==> src/rtl/cam_pkg.sv <==
// Shared types and sizing helpers for the CAM read/search path.
package cam_pkg;

  typedef enum logic [1:0] {
    IDLE    = 2'd0,
    ISSUE   = 2'd1,
    CAPTURE = 2'd2,
    RESULT  = 2'd3
  } cam_state_e;

  localparam int unsigned CAM_DATA_WIDTH = 8;
  localparam int unsigned CAM_ADDR_WIDTH = 2;

  function automatic int unsigned slot_count(input int unsigned addr_width);
    return 32'd1 << addr_width;
  endfunction

endpackage

==> src/rtl/cam_prio_enc.sv <==
// Combinational priority encoder: any-set, lowest set index and popcount of a slot vector.
module cam_prio_enc
  import cam_pkg::*;
#(
  parameter int unsigned ADDR_WIDTH = CAM_ADDR_WIDTH
) (
  input  logic [slot_count(ADDR_WIDTH)-1:0] q,
  output logic                              any,
  output logic [ADDR_WIDTH-1:0]             idx,
  output logic [ADDR_WIDTH:0]               count
);

  localparam int unsigned SLOTS = slot_count(ADDR_WIDTH);

  logic [SLOTS-1:0] v;
  logic             found;

  always_comb begin
    any   = |q;
    idx   = '0;
    count = '0;
    found = 1'b0;
    v     = q;
    for (int unsigned i = 0; i < SLOTS; i++) begin
      if (v[0]) begin
        count = count + (ADDR_WIDTH+1)'(1);
        if (!found) begin
          idx   = ADDR_WIDTH'(i);
          found = 1'b1;
        end
      end
      v = v >> 1;
    end
  end

endmodule

==> src/rtl/cam_search_ctrl.sv <==
// CAM read-side controller: issues a key lookup, retries on same-key update hazards,
// qualifies the match vector with occupancy and holds the encoded result on a valid/ready port.
module cam_search_ctrl
  import cam_pkg::*;
#(
  parameter int unsigned DATA_WIDTH       = CAM_DATA_WIDTH,
  parameter int unsigned ADDR_WIDTH       = CAM_ADDR_WIDTH,
  parameter bit          MATCH_ACTIVE_LOW = 1'b1,
  parameter int unsigned MAX_RETRY        = 3
) (
  input  logic                              clk,
  input  logic                              rst,
  input  logic                              req_valid,
  output logic                              req_ready,
  input  logic [DATA_WIDTH-1:0]             req_key,
  output logic [DATA_WIDTH-1:0]             ram_key,
  input  logic [slot_count(ADDR_WIDTH)-1:0] ram_match,
  input  logic [slot_count(ADDR_WIDTH)-1:0] entry_valid,
  input  logic                              upd_strobe,
  input  logic [DATA_WIDTH-1:0]             upd_key,
  output logic                              rsp_valid,
  input  logic                              rsp_ready,
  output logic                              rsp_hit,
  output logic                              rsp_multi,
  output logic [ADDR_WIDTH-1:0]             rsp_addr,
  output logic [ADDR_WIDTH:0]               rsp_count,
  output logic                              rsp_stale,
  output logic                              busy
);

  localparam int unsigned SLOTS = slot_count(ADDR_WIDTH);
  localparam int unsigned RW    = (MAX_RETRY > 0) ? $clog2(MAX_RETRY + 1) : 1;

  cam_state_e         state;
  logic [RW-1:0]      retry_cnt;
  logic               stale_flag;
  logic [SLOTS-1:0]   q;
  logic               enc_any;
  logic [ADDR_WIDTH-1:0] enc_idx;
  logic [ADDR_WIDTH:0]   enc_cnt;
  logic               hazard;

  assign q         = (MATCH_ACTIVE_LOW ? ~ram_match : ram_match) & entry_valid;
  assign hazard    = upd_strobe && (upd_key == ram_key);
  assign req_ready = (state == IDLE);
  assign busy      = (state != IDLE);

  cam_prio_enc #(.ADDR_WIDTH(ADDR_WIDTH)) u_enc (
    .q     (q),
    .any   (enc_any),
    .idx   (enc_idx),
    .count (enc_cnt)
  );

  always_ff @(posedge clk or posedge rst) begin
    if (rst) begin
      state      <= IDLE;
      ram_key    <= '0;
      retry_cnt  <= '0;
      stale_flag <= 1'b0;
      rsp_valid  <= 1'b0;
      rsp_hit    <= 1'b0;
      rsp_multi  <= 1'b0;
      rsp_addr   <= '0;
      rsp_count  <= '0;
      rsp_stale  <= 1'b0;
    end else begin
      case (state)
        IDLE: begin
          if (req_valid) begin
            ram_key   <= req_key;
            retry_cnt <= '0;
            state     <= ISSUE;
          end
        end
        ISSUE: begin
          // A same-key update in the lookup cycle means the RAM returns pre-update data.
          if (hazard && (retry_cnt < RW'(MAX_RETRY))) begin
            retry_cnt <= retry_cnt + RW'(1);
            state     <= ISSUE;
          end else begin
            if (hazard) stale_flag <= 1'b1;
            state <= CAPTURE;
          end
        end
        CAPTURE: begin
          rsp_valid <= 1'b1;
          rsp_hit   <= enc_any;
          rsp_multi <= (enc_cnt >= (ADDR_WIDTH+1)'(2));
          rsp_addr  <= enc_idx;
          rsp_count <= enc_cnt;
          rsp_stale <= stale_flag;
          state     <= RESULT;
        end
        RESULT: begin
          if (rsp_ready) begin
            rsp_valid  <= 1'b0;
            stale_flag <= 1'b0;
            state      <= IDLE;
          end
        end
        default: state <= IDLE;
      endcase
    end
  end

endmodule

==> config.mk <==
export PLATFORM = sky130hd
export DESIGN_NAME = cam_search_ctrl
export DESIGN_NICKNAME = d
export VERILOG_FILES = /design/src/rtl/cam_pkg.sv /design/src/rtl/cam_prio_enc.sv /design/src/rtl/cam_search_ctrl.sv
export SDC_FILE = /design/constraint.sdc
export NUM_CORES = 1
export LEC_CHECK = 0
export BUFFER_PORTS_ARGS = -buffer_cell sky130_fd_sc_hd__buf_2
export CAP_MARGIN = 15
export CELL_PAD_IN_SITES_DETAIL_PLACEMENT = 1
export CELL_PAD_IN_SITES_GLOBAL_PLACEMENT = 1
export CORE_MARGIN = 3
export CORE_UTILIZATION = 31
export DETAILED_ROUTE_END_ITERATION = 8
export GPL_ROUTABILITY_DRIVEN = 0
export HOLD_SLACK_MARGIN = 0.1
export PLACE_DENSITY = 0.76
export SLEW_MARGIN = 20
export SYNTH_ARGS = -nofsm -noshare
export SYNTH_HDL_FRONTEND = slang
export SYNTH_SLANG_ARGS = --single-unit
==> constraint.sdc <==
create_clock -name clk -period 1.7 [get_ports clk]
set_clock_uncertainty 0.15 [all_clocks]
set_input_delay 0.085 -clock clk [delete_from_list [all_inputs] [get_ports clk]]
set_output_delay 0.085 -clock clk [all_outputs]
set_load 0.03 [all_outputs]
# After elaboration in Yosys (flattened, before gate mapping)
# Cells that the tools add are included.
totals:
  ff_bits: 22
  out_inout_bits: 19
  wordCells: 65
  inputBits: 29
classes:
  bitwise_logic: 2
  n_addsub: 4
  muxes: 25
  eq_ne: 9
  reduce_logical: 13
  order_cmp: 2
op_table:
  columns: ["cell", "n"]
  rows:
  - ["2-to-1 mux 2 bit", 10]
  - ["!= test 2 bit, second input constant", 5]
  - ["2-to-1 mux 3 bit", 3]
  - ["equality test 8 bit", 1]
  - ["2-to-1 mux 1 bit", 8]
  - ["one-hot mux 2 bit (4 select lines)", 1]
  - ["nonzero test 2 bit", 4]
  - ["adder 3 x 1 -> 3 bit, second input constant", 2]
  - ["AND reduction 2 bit", 3]
  - ["AND 4 bit", 1]
  - ["equality test 2 bit, second input constant", 2]
  - ["inverter 4 bit", 1]
  - ["one-hot mux 1 bit (2 select lines)", 2]
  - ["one-hot mux 2 bit (2 select lines)", 1]
  - ["AND reduction 4 bit", 1]
  - ["OR reduction 4 bit", 1]
  - ["greater-or-equal comparator 3 x 2 -> 1 bit, second input constant", 1]
  - ["AND reduction 3 bit", 1]
  - ["adder 1 x 1 -> 2 bit, second input constant", 1]
  - ["adder 2 x 1 -> 2 bit, second input constant", 1]
  - ["equality test 2 x 1 -> 1 bit, second input constant", 1]
  - ["logical AND 1 bit", 2]
  - ["logical NOT 2 bit", 1]
  - ["less-than comparator 2 bit, second input constant", 1]

# Longest topological paths before layout
# Gate-level depths: netlist (run 1).
logic_depth:
  depth_word: 10
  mapped_depth: 9
  ltp_nobuf: 9

# By module
# From an unflattened synthesis (run 1), not the netlist that was laid out.
hier_totals:
  hier_cells: 104
  area_unflattened_um2: 1157.4
modules_own_cells:
  columns: ["module", "instances", "area_each_um2", "seq_area_each_um2", "cells_each"]
  rows:
  - ["cam_search_ctrl", 1, 1007.2, 550.5, 82]
  - ["cam_prio_enc", 1, 150.1, 0.0, 22]

# Worst setup path before layout (run 1)
# OpenSTA, ideal clock, no wires.
synth_timing:
  path_type: "reg-to-reg"
  startpoint: "register state[0]"
  endpoint: "register ram_key[0]"
  setup_ns: 0.125
  required_ns: 1.425
  arrival_time_ns: 1.630
  period_less_slack_ns: 1.905
  path_stages_with_launch: 4
  n_path_buf: 0
  path_slack_ns: -0.205
  cell_sequence: "dfrtp_1 -> nor2_1 -> nand2_1 -> mux2_2"
synth_via:
  elab_chain_cells: 2
synth_rtl:
  columns: ["item", "line", "text"]
  rows:
  - ["start: declaration", "cam_search_ctrl.sv:34", "cam_state_e state;"]
  - ["start signal: assignment", "cam_search_ctrl.sv:57", "state <= IDLE;"]
  - ["start signal: assignment", "cam_search_ctrl.sv:73", "state <= ISSUE;"]
  - ["start signal: assignment", "cam_search_ctrl.sv:80", "state <= ISSUE;"]
  - ["logical NOT 2 bit", null, null]
  - ["via req_ready", "cam_search_ctrl.sv:14", "output logic req_ready,"]
  - ["AND reduction 2 bit (no line)", null, null]
  - ["end signal: assignment", "cam_search_ctrl.sv:71", "ram_key <= req_key;"]
  - ["end: declaration", "cam_search_ctrl.sv:16", "output logic [DATA_WIDTH-1:0] ram_key,"]
# The timed path passes the listed nets, and every way through them passes these cells.
# A chain may end at the register's enable or synchronous reset.

# Worst setup path after layout (run 1)
layout_timing:
  startpoint: "register ram_key[6]"
  endpoint: "register retry_cnt[0]"
layout_via:
  elab_chain_cells: 5
layout_rtl:
  columns: ["item", "line", "text"]
  rows:
  - ["equality test 8 bit", "cam_search_ctrl.sv:44", "assign hazard = upd_strobe && (upd_key == ram_key);"]
  - ["logical AND 1 bit", "cam_search_ctrl.sv:44", null]
  - ["logical AND 1 bit", "cam_search_ctrl.sv:78", "if (hazard && (retry_cnt < RW'(MAX_RETRY))) begin"]
  - ["!= test 2 bit (no line)", null, null]
  - ["AND reduction 3 bit (no line)", null, null]
  - ["end signal: assignment", "cam_search_ctrl.sv:79", "retry_cnt <= retry_cnt + RW'(1);"]
  - ["end: declaration", "cam_search_ctrl.sv:35", "logic [RW-1:0] retry_cnt;"]
# No other way between the ends.

==> results of run 1 <==
worst reg2reg max path: cells and delay by family, from the launching register on:
family	cells	cell delay, ns
DFF	1	0.44
and+or+nand+nor	2	0.70
muxes	1	0.18
xor gates and xnor gates	1	0.19
cell type report:
class / instances / area (um^2)
Clock buffer: 4 / 55.05
Fill cell: 411 / 1672
Inverter: 6 / 22.52
Multi-Input combinational cell: 82 / 655.6
Sequential cell: 22 / 556.8
Tap cell: 46 / 57.56
Timing Repair Buffer: 75 / 475.5
logic make-up (layout without fill, tap and decap cells):
family	Yosys count	after routing	synth area share
and+or+nand+nor	41	41	0.1780
DFF	22	22	0.4691
AOI/OAI and AO/OA	13	13	0.06823
muxes	12	12	0.1109
xor gates and xnor gates	10	10	0.07463
buffers and inverters	9	85	0.03518
adders and majority gates	6	6	0.06396
worst max path at each step:
stage / start / to / cells after the start
2_1_floorplan: ram_key[4] / retry_cnt[0] / 4
3_3_place_gp: ram_match[1] / rsp_multi / 9
3_5_place_dp: ram_match[1] / rsp_multi / 9
4_1_cts: ram_key[2] / retry_cnt[1] / 4
5_1_grt: ram_key[2] / retry_cnt[1] / 4
6_report: ram_key[6] / retry_cnt[0] / 4
flip-flops by register name, indices dropped and copies added (netlist names), named ones only:
| signal | flops |
|---|---|
| rsp_addr | 2 |
| stale_flag | 1 |
| rsp_multi | 1 |
| rsp_count | 3 |
| state | 1 |
| ram_key | 8 |
| rsp_valid | 1 |
| retry_cnt | 2 |
| rsp_stale | 1 |
| rsp_hit | 1 |
where the power goes:
group | switching [mW] | total, mW | internal, mW
combinational | 0.955 | 1.61 | 0.652
clock | 0.185 | 0.392 | 0.207
sequential | 0.199 | 0.947 | 0.748
routing by layer:
layer | up-vias | wire length (um) | global-route usage | part of all wire
li1 | 531 | - | - | -
met4 | 0 | 87 | 0.07595 | 0.021
met3 | 7 | 136 | 0.03328 | 0.034
met2 | 32 | 2316 | 0.3730 | 0.57
met1 | 546 | 1508 | 0.2063 | 0.37
met5 | - | 0 | 0 | 0
what timing repair did:
action,4_1_cts,5_1_grt
gates resized for setup,9,3
endpoints found under the setup margin,3,11
hold buffers,12,0
buffers inserted,4,0
pin swaps,5,0
endpoints found under the hold margin,29,0
Yosys cell counts, types with 2 or more instances:
master	count	area, um^2
a21oi_1	3	15.01
a31oi_1	2	12.51
clkbuf_1	2	7.510
dfrtp_1	22	550.5
ha_1	6	75.07
inv_1	6	22.52
mux2_2	8	90.09
mux2i_1	4	40.04
nand2_1	18	67.56
nand2b_1	2	12.51
nand3_1	2	10.01
nor2_1	6	22.52
nor2b_1	4	25.02
nor4_1	2	12.51
o21ai_0	4	20.02
xnor2_1	9	78.83
==> summary.md, run 1 <==
| Metric | Value |
|---|---|
| Status | `complete, but fails checks` |
| Failing checks | `setup timing` |
| Unique masters post-synth | `29` |
| # diodes | `0` |
| Critical Path Source Type | `register` |
| WHS Path Cells | `5` |
| Reg2Reg Depth | `4` |
| Vias per cell | `4.749` |
| Largest net degree at the start of global routing | `19` |
| Via count | `1,116` |
| Core box area | `0.003495 mm^2` |
| Number of buffers added on ports | `47` |
| CTS root buf | `clkbuf_8` |
| GRT Util Overall | `0.1941` |
| Number of global-route vias before repair | `1,267` |
| Worst Tran Pin Value | `0.7163 ns` |
| Syn Area/Cell | `10.39 um^2` |
| Die height | `67.53 um` |
| Final Max Tran Viols | `0` |
| Bufs on Longest Clock Path | `2` |
| Setup ws final | `-0.04520 ns` |
| Nets | `225` |
| Htree depth | `1` |
| Maximum vdd drop | `0.5350 mV` |
| Final Core Density | `0.5217` |
| First-pass GRT wire length | `6265 um` |
| Reg2reg start | `ram_key[6]` |
| Register area share after synthesis | `0.4691` |
| # DRC | `0` |
| #FFs+latches synth | `22` |
| Yosys warning total | `0` |
| Worst Hold Launch | `ram_match[3]` |
| Slowest cell on crit path | `or4_4` |
| Inserted Clock Buffers | `3` |
| RSZ-0062 raised after global routing | `yes` |
| Hold crit path type | `in2reg` |
| Synthesis-to-layout area growth | `55.33%` |
| Crit path cell chain | `xnor2_2 > nand3_2 > or4_4 > mux2i_1` |
| Reg2Reg Setup Slack | `-0.05 ns` |
| Die ar. | `0.004560 mm^2` |
| Asr flop ratio synth | `1.000` |
| CP arrival | `1.79 ns` |
| Critical path's top delay family | `simple AND/OR/NAND/NOR gates` |
| Rows | `21` |
| Starting Density | `0.3358` |
| Post-Route WL | `4049 um` |
| Die Span X | `67.53 um` |
| Setup TNS Final | `-0.08841 ns` |
| Post-synthesis instance total | `113` |
| Critical path buffer and inverter count | `0` |
| Final Non-Filler Cells | `235` |
| Max_cap viols | `0` |
| Skew-Pair Late Insertion Delay | `0.27 ns` |
| Layout cell share with drive strength beyond 1 | `0.4974` |
| Detailed Route Iter0 Violations | `48` |
| Number of top-level pins | `48` |
| DPL Wire Length | `2683 um` |
| Cell Area, Placed | `0.001545 mm^2` |
| Worst reg2reg path endpoint | `retry_cnt[0]` |
| Hold Crit Endpoint | `rsp_count[0]` |
| Final antenna-violating net count | `0` |
| Tot Pwr | `2.945 mW` |
| Worst endpoint required time | `1.75 ns` |
| Final Hold Fails | `0` |
| Worst-path clk slew | `0.08 ns` |
| Max FO, Critical Path | `3` |
| # placed instances | `215` |
| Fin Hold WS | `0.1614 ns` |
| Initial antenna violation count | `0` |
| Most frequent cells in the layout | `47 x buf_2, 18 x nand2_1, 17 x dfrtp_1` |
| Design Area, Final | `0.001823 mm^2` |
| Total iterations of the first detailed-routing run | `4` |
| Grt ovf | `0` |
| Pwr Density | `1616 mW/mm^2` |
| F_max | `0.5730 GHz` |
| Dominant synthesized flop cell | `dfrtp_1` |
| Dpl ws | `-0.1581 ns` |
| Final Cycle Share | `1.027` |
| Lkg Pwr | `0.9121 nW` |
| Wire per inst | `17.23 um` |
| Setup violators final | `2` |
| Minimum clock period | `1.745 ns` |
| Clock Sinks | `22` |
| Slew HR | `0.5219` |
| CP endpoint kind | `register` |
| CTS tree | `yes` |
| Setup CP Type | `reg2reg` |
| Number of synthesized flops with an enable pin | `0` |
| Commonest non-fill, non-tap cell in the layout | `buf_2` |
| Worst path max stage delay | `0.58 ns` |
| Area of the mapped netlist | `0.001174 mm^2` |
| Syn_nets | `148` |
Note: power is estimated with default switching activity, not from simulation.
==> run 2: changes to the inputs <==
--- a/config.mk
+++ b/config.mk
@@ -5,7 +5,7 @@
 export SDC_FILE = /design/constraint.sdc
 export NUM_CORES = 1
 export LEC_CHECK = 0
-export BUFFER_PORTS_ARGS = -buffer_cell sky130_fd_sc_hd__buf_2
+export BUFFER_PORTS_ARGS = -buffer_cell sky130_fd_sc_hd__buf_4
 export CAP_MARGIN = 15
 export CELL_PAD_IN_SITES_DETAIL_PLACEMENT = 1
 export CELL_PAD_IN_SITES_GLOBAL_PLACEMENT = 1
==> run 2 against run 1 <==
Net effect: the flow still finishes with violations (setup timing); final area rose by 5.8%; final cell count is 1.3% lower; sequential share of layout area is 1.7 points lower; sequential power rose by 2%; die area is the same; wire length is 9.6% lower; critical path depth unchanged.
==> summary.md, run 2 (synthesized netlist as in run 1, its figures left out) <==
| Metric | Value |
|---|---|
| Setup crit end | `retry_cnt[0] (unchanged)` |
| Worst reg2reg path endpoint | `retry_cnt[0] (unchanged)` |
| Nets | `222 (was 225)` |
| Max_cap viols | `0 (unchanged)` |
| # diodes | `0 (unchanged)` |
| Largest net degree at the start of global routing | `23 (was 19)` |
| Setup violators final | `2 (unchanged)` |
| Core box area | `0.003495 mm^2 (unchanged)` |
| Cell Area, Placed | `0.001663 mm^2 (was 0.001545 mm^2)` |
| Rows | `21 (unchanged)` |
| Grt ovf | `0 (unchanged)` |
| Final Cycle Share | `1.035 (was 1.027)` |
| Starting Density | `0.3358 (unchanged)` |
| Final Max Tran Viols | `0 (unchanged)` |
| Setup ws final | `-0.05932 ns (was -0.04520 ns)` |
| First-pass GRT wire length | `5485 um (was 6265 um)` |
| Status | `complete, but fails checks (unchanged)` |
| Design Area, Final | `0.001928 mm^2 (was 0.001823 mm^2)` |
| Number of global-route vias before repair | `1,189 (was 1,267)` |
| Failing checks | `setup timing (unchanged)` |
| Top Usage Layer GRT | `met2 (unchanged)` |
| Max FFs per register | `8 (unchanged)` |
| Hold crit path type | `in2reg (unchanged)` |
| Clock Sinks | `22 (unchanged)` |
| Commonest non-fill, non-tap cell in the layout | `buf_4 (was buf_2)` |
| Worst Tran Pin Value | `0.4917 ns (was 0.7163 ns)` |
| Post-Route WL | `3661 um (was 4049 um)` |
| Pwr Density | `1562 mW/mm^2 (was 1616 mW/mm^2)` |
| Detailed Route Iter0 Violations | `24 (was 48)` |
| Die ar. | `0.004560 mm^2 (unchanged)` |
| Reg2reg start | `ram_key[0] (was ram_key[6])` |
| Worst path max stage delay | `0.58 ns (about the same)` |
| Bufs on Longest Clock Path | `2 (unchanged)` |
| Vias per cell | `4.703 (was 4.749)` |
| Number of buffers added on ports | `47 (unchanged)` |
| Reg2Reg Setup Slack | `-0.06 ns (was -0.05 ns)` |
| GRT Util Overall | `0.1631 (was 0.1941)` |
| Skew-Pair Late Insertion Delay | `0.26 ns (was 0.27 ns)` |
| Number of top-level pins | `48 (unchanged)` |
| Total iterations of the first detailed-routing run | `4 (unchanged)` |
| Maximum vdd drop | `0.6549 mV (was 0.5350 mV)` |
| Die Span X | `67.53 um (unchanged)` |
| CTS root buf | `clkbuf_8 (unchanged)` |
| Inserted Clock Buffers | `3 (unchanged)` |
| CP endpoint kind | `register (unchanged)` |
| DPL Wire Length | `2585 um (was 2683 um)` |
| RSZ-0062 raised after global routing | `yes (unchanged)` |
| Slew HR | `0.6715 (was 0.5219)` |
| CTS tree | `yes (unchanged)` |
| Final antenna-violating net count | `0 (unchanged)` |
| Fin Hold WS | `0.1805 ns (was 0.1614 ns)` |
| Htree depth | `1 (unchanged)` |
| Crit path from | `ram_key[0] (was ram_key[6])` |
| Crit path cell chain | `xnor2_2 > nand4_1 > or4_4 > mux2i_1 (was xnor2_2 > nand3_2 > or4_4 > mux2i_1)` |
| Worst-path clk slew | `0.08 ns (about the same)` |
| # DRC | `0 (unchanged)` |
| Reg2Reg Depth | `4 (unchanged)` |
| Setup CP Type | `reg2reg (unchanged)` |
| Most frequent cells in the layout | `61 x buf_4, 18 x nand2_1, 18 x dfrtp_1 (was 47 x buf_2, 18 x nand2_1, 17 x dfrtp_1)` |
| Final Non-Filler Cells | `232 (was 235)` |
| Slowest cell on crit path | `or4_4 (unchanged)` |
| Met2 Track Usage GR | `0.3050 (was 0.3730)` |
| Wire per inst | `15.78 um (was 17.23 um)` |
| Die height | `67.53 um (unchanged)` |
| Met1 GRT Util | `0.1782 (was 0.2063)` |
| Critical Path Source Type | `register (unchanged)` |
| Worst endpoint required time | `1.70 ns (was 1.75 ns)` |
| Synthesis-to-layout area growth | `64.29% (was 55.33%)` |
| Minimum clock period | `1.759 ns (was 1.745 ns)` |
| Largest reg by FF count | `ram_key (unchanged)` |
| F_max | `0.5684 GHz (was 0.5730 GHz)` |
| Fillers | `396 (was 411)` |
| Max FO, Critical Path | `3 (unchanged)` |
| Largest regs | `ram_key x8, rsp_count x3 (unchanged)` |
| Initial antenna violation count | `0 (unchanged)` |
| Layout cell share with drive strength beyond 1 | `0.4892 (was 0.4974)` |
| M3 GR Usage | `0.02329 (was 0.03328)` |
| Final Hold Fails | `0 (unchanged)` |
| CP arrival | `1.76 ns (was 1.79 ns)` |
| # placed instances | `215 (unchanged)` |
| Lkg Pwr | `0.9500 nW (was 0.9121 nW)` |
| Via count | `1,091 (was 1,116)` |
-- run 2: stage by stage --
stage	total power, mW	utilization	setup WS, ns	setup TNS [ns]
after floorplan	1.869	-	-0.009727	-0.01945
after global placement	2.410	0.4758	0.004164	0
after detailed placement	2.464	0.4758	-0.2530	-0.5561
after CTS	2.907	0.5313	0.001094	0
after global routing	3.184	0.5517	-0.1341	-0.4785
final	3.011	0.5517	-0.05932	-0.1170
-- run 2: critical path, delay by kind of cell (launching register included) --
family / cells / cell delay [ns]
DFF: 1 / 0.44
and+or+nand+nor: 2 / 0.75
xor gates and xnor gates: 1 / 0.17
muxes: 1 / 0.14
-- run 2: final cells by class --
type	count	area (um^2)	share of cell area
well taps	46	57.56	0.02985
inverters	6	22.52	0.01168
repair buffers	72	568.0	0.2946
multi-input cells	82	669.4	0.3472
flip-flops and latches	22	555.5	0.2881
clock buffers	4	55.05	0.02855
-- run 2: repair_timing --
action / in CTS / in global routing
gates resized for setup: 2 / 10
hold buffers: 11 / 0
setup endpoints to repair: 4 / 7
pin swaps: 1 / 5
buffers inserted: 2 / 0
endpoints found under the hold margin: 34 / 0
-- run 2: worst min path at each step --
stage / from / to / slack (ns) / cells after the start
global route: ram_match[3] / rsp_count[0] / 0.21 / 5
global placement: rst / rsp_valid / -0.007 / 3
detailed placement: rst / rsp_stale / 0.003 / 3
floorplan: rst / asynchronous set/reset pin / -0.08 / 1
CTS: upd_strobe / stale_flag / 0.15 / 4
finish: ram_match[3] / rsp_count[0] / 0.18 / 5
-- run 2: metal layers --
layer  part of all wire  wire (um)  vias up
met5                  0          0        -
met4              0.018         65        0
met3              0.026         94        6
met2               0.58       2118       21
met1               0.38       1383      539
li1                   -          -      525
-- run 2: power by group --
part | internal, mW | leakage (nW) | switching, mW
clock | 0.206 | 0.0288 | 0.168
combinational | 0.758 | 0.655 | 0.913
sequential | 0.746 | 0.266 | 0.220
total | 1.71 | 0.950 | 1.30
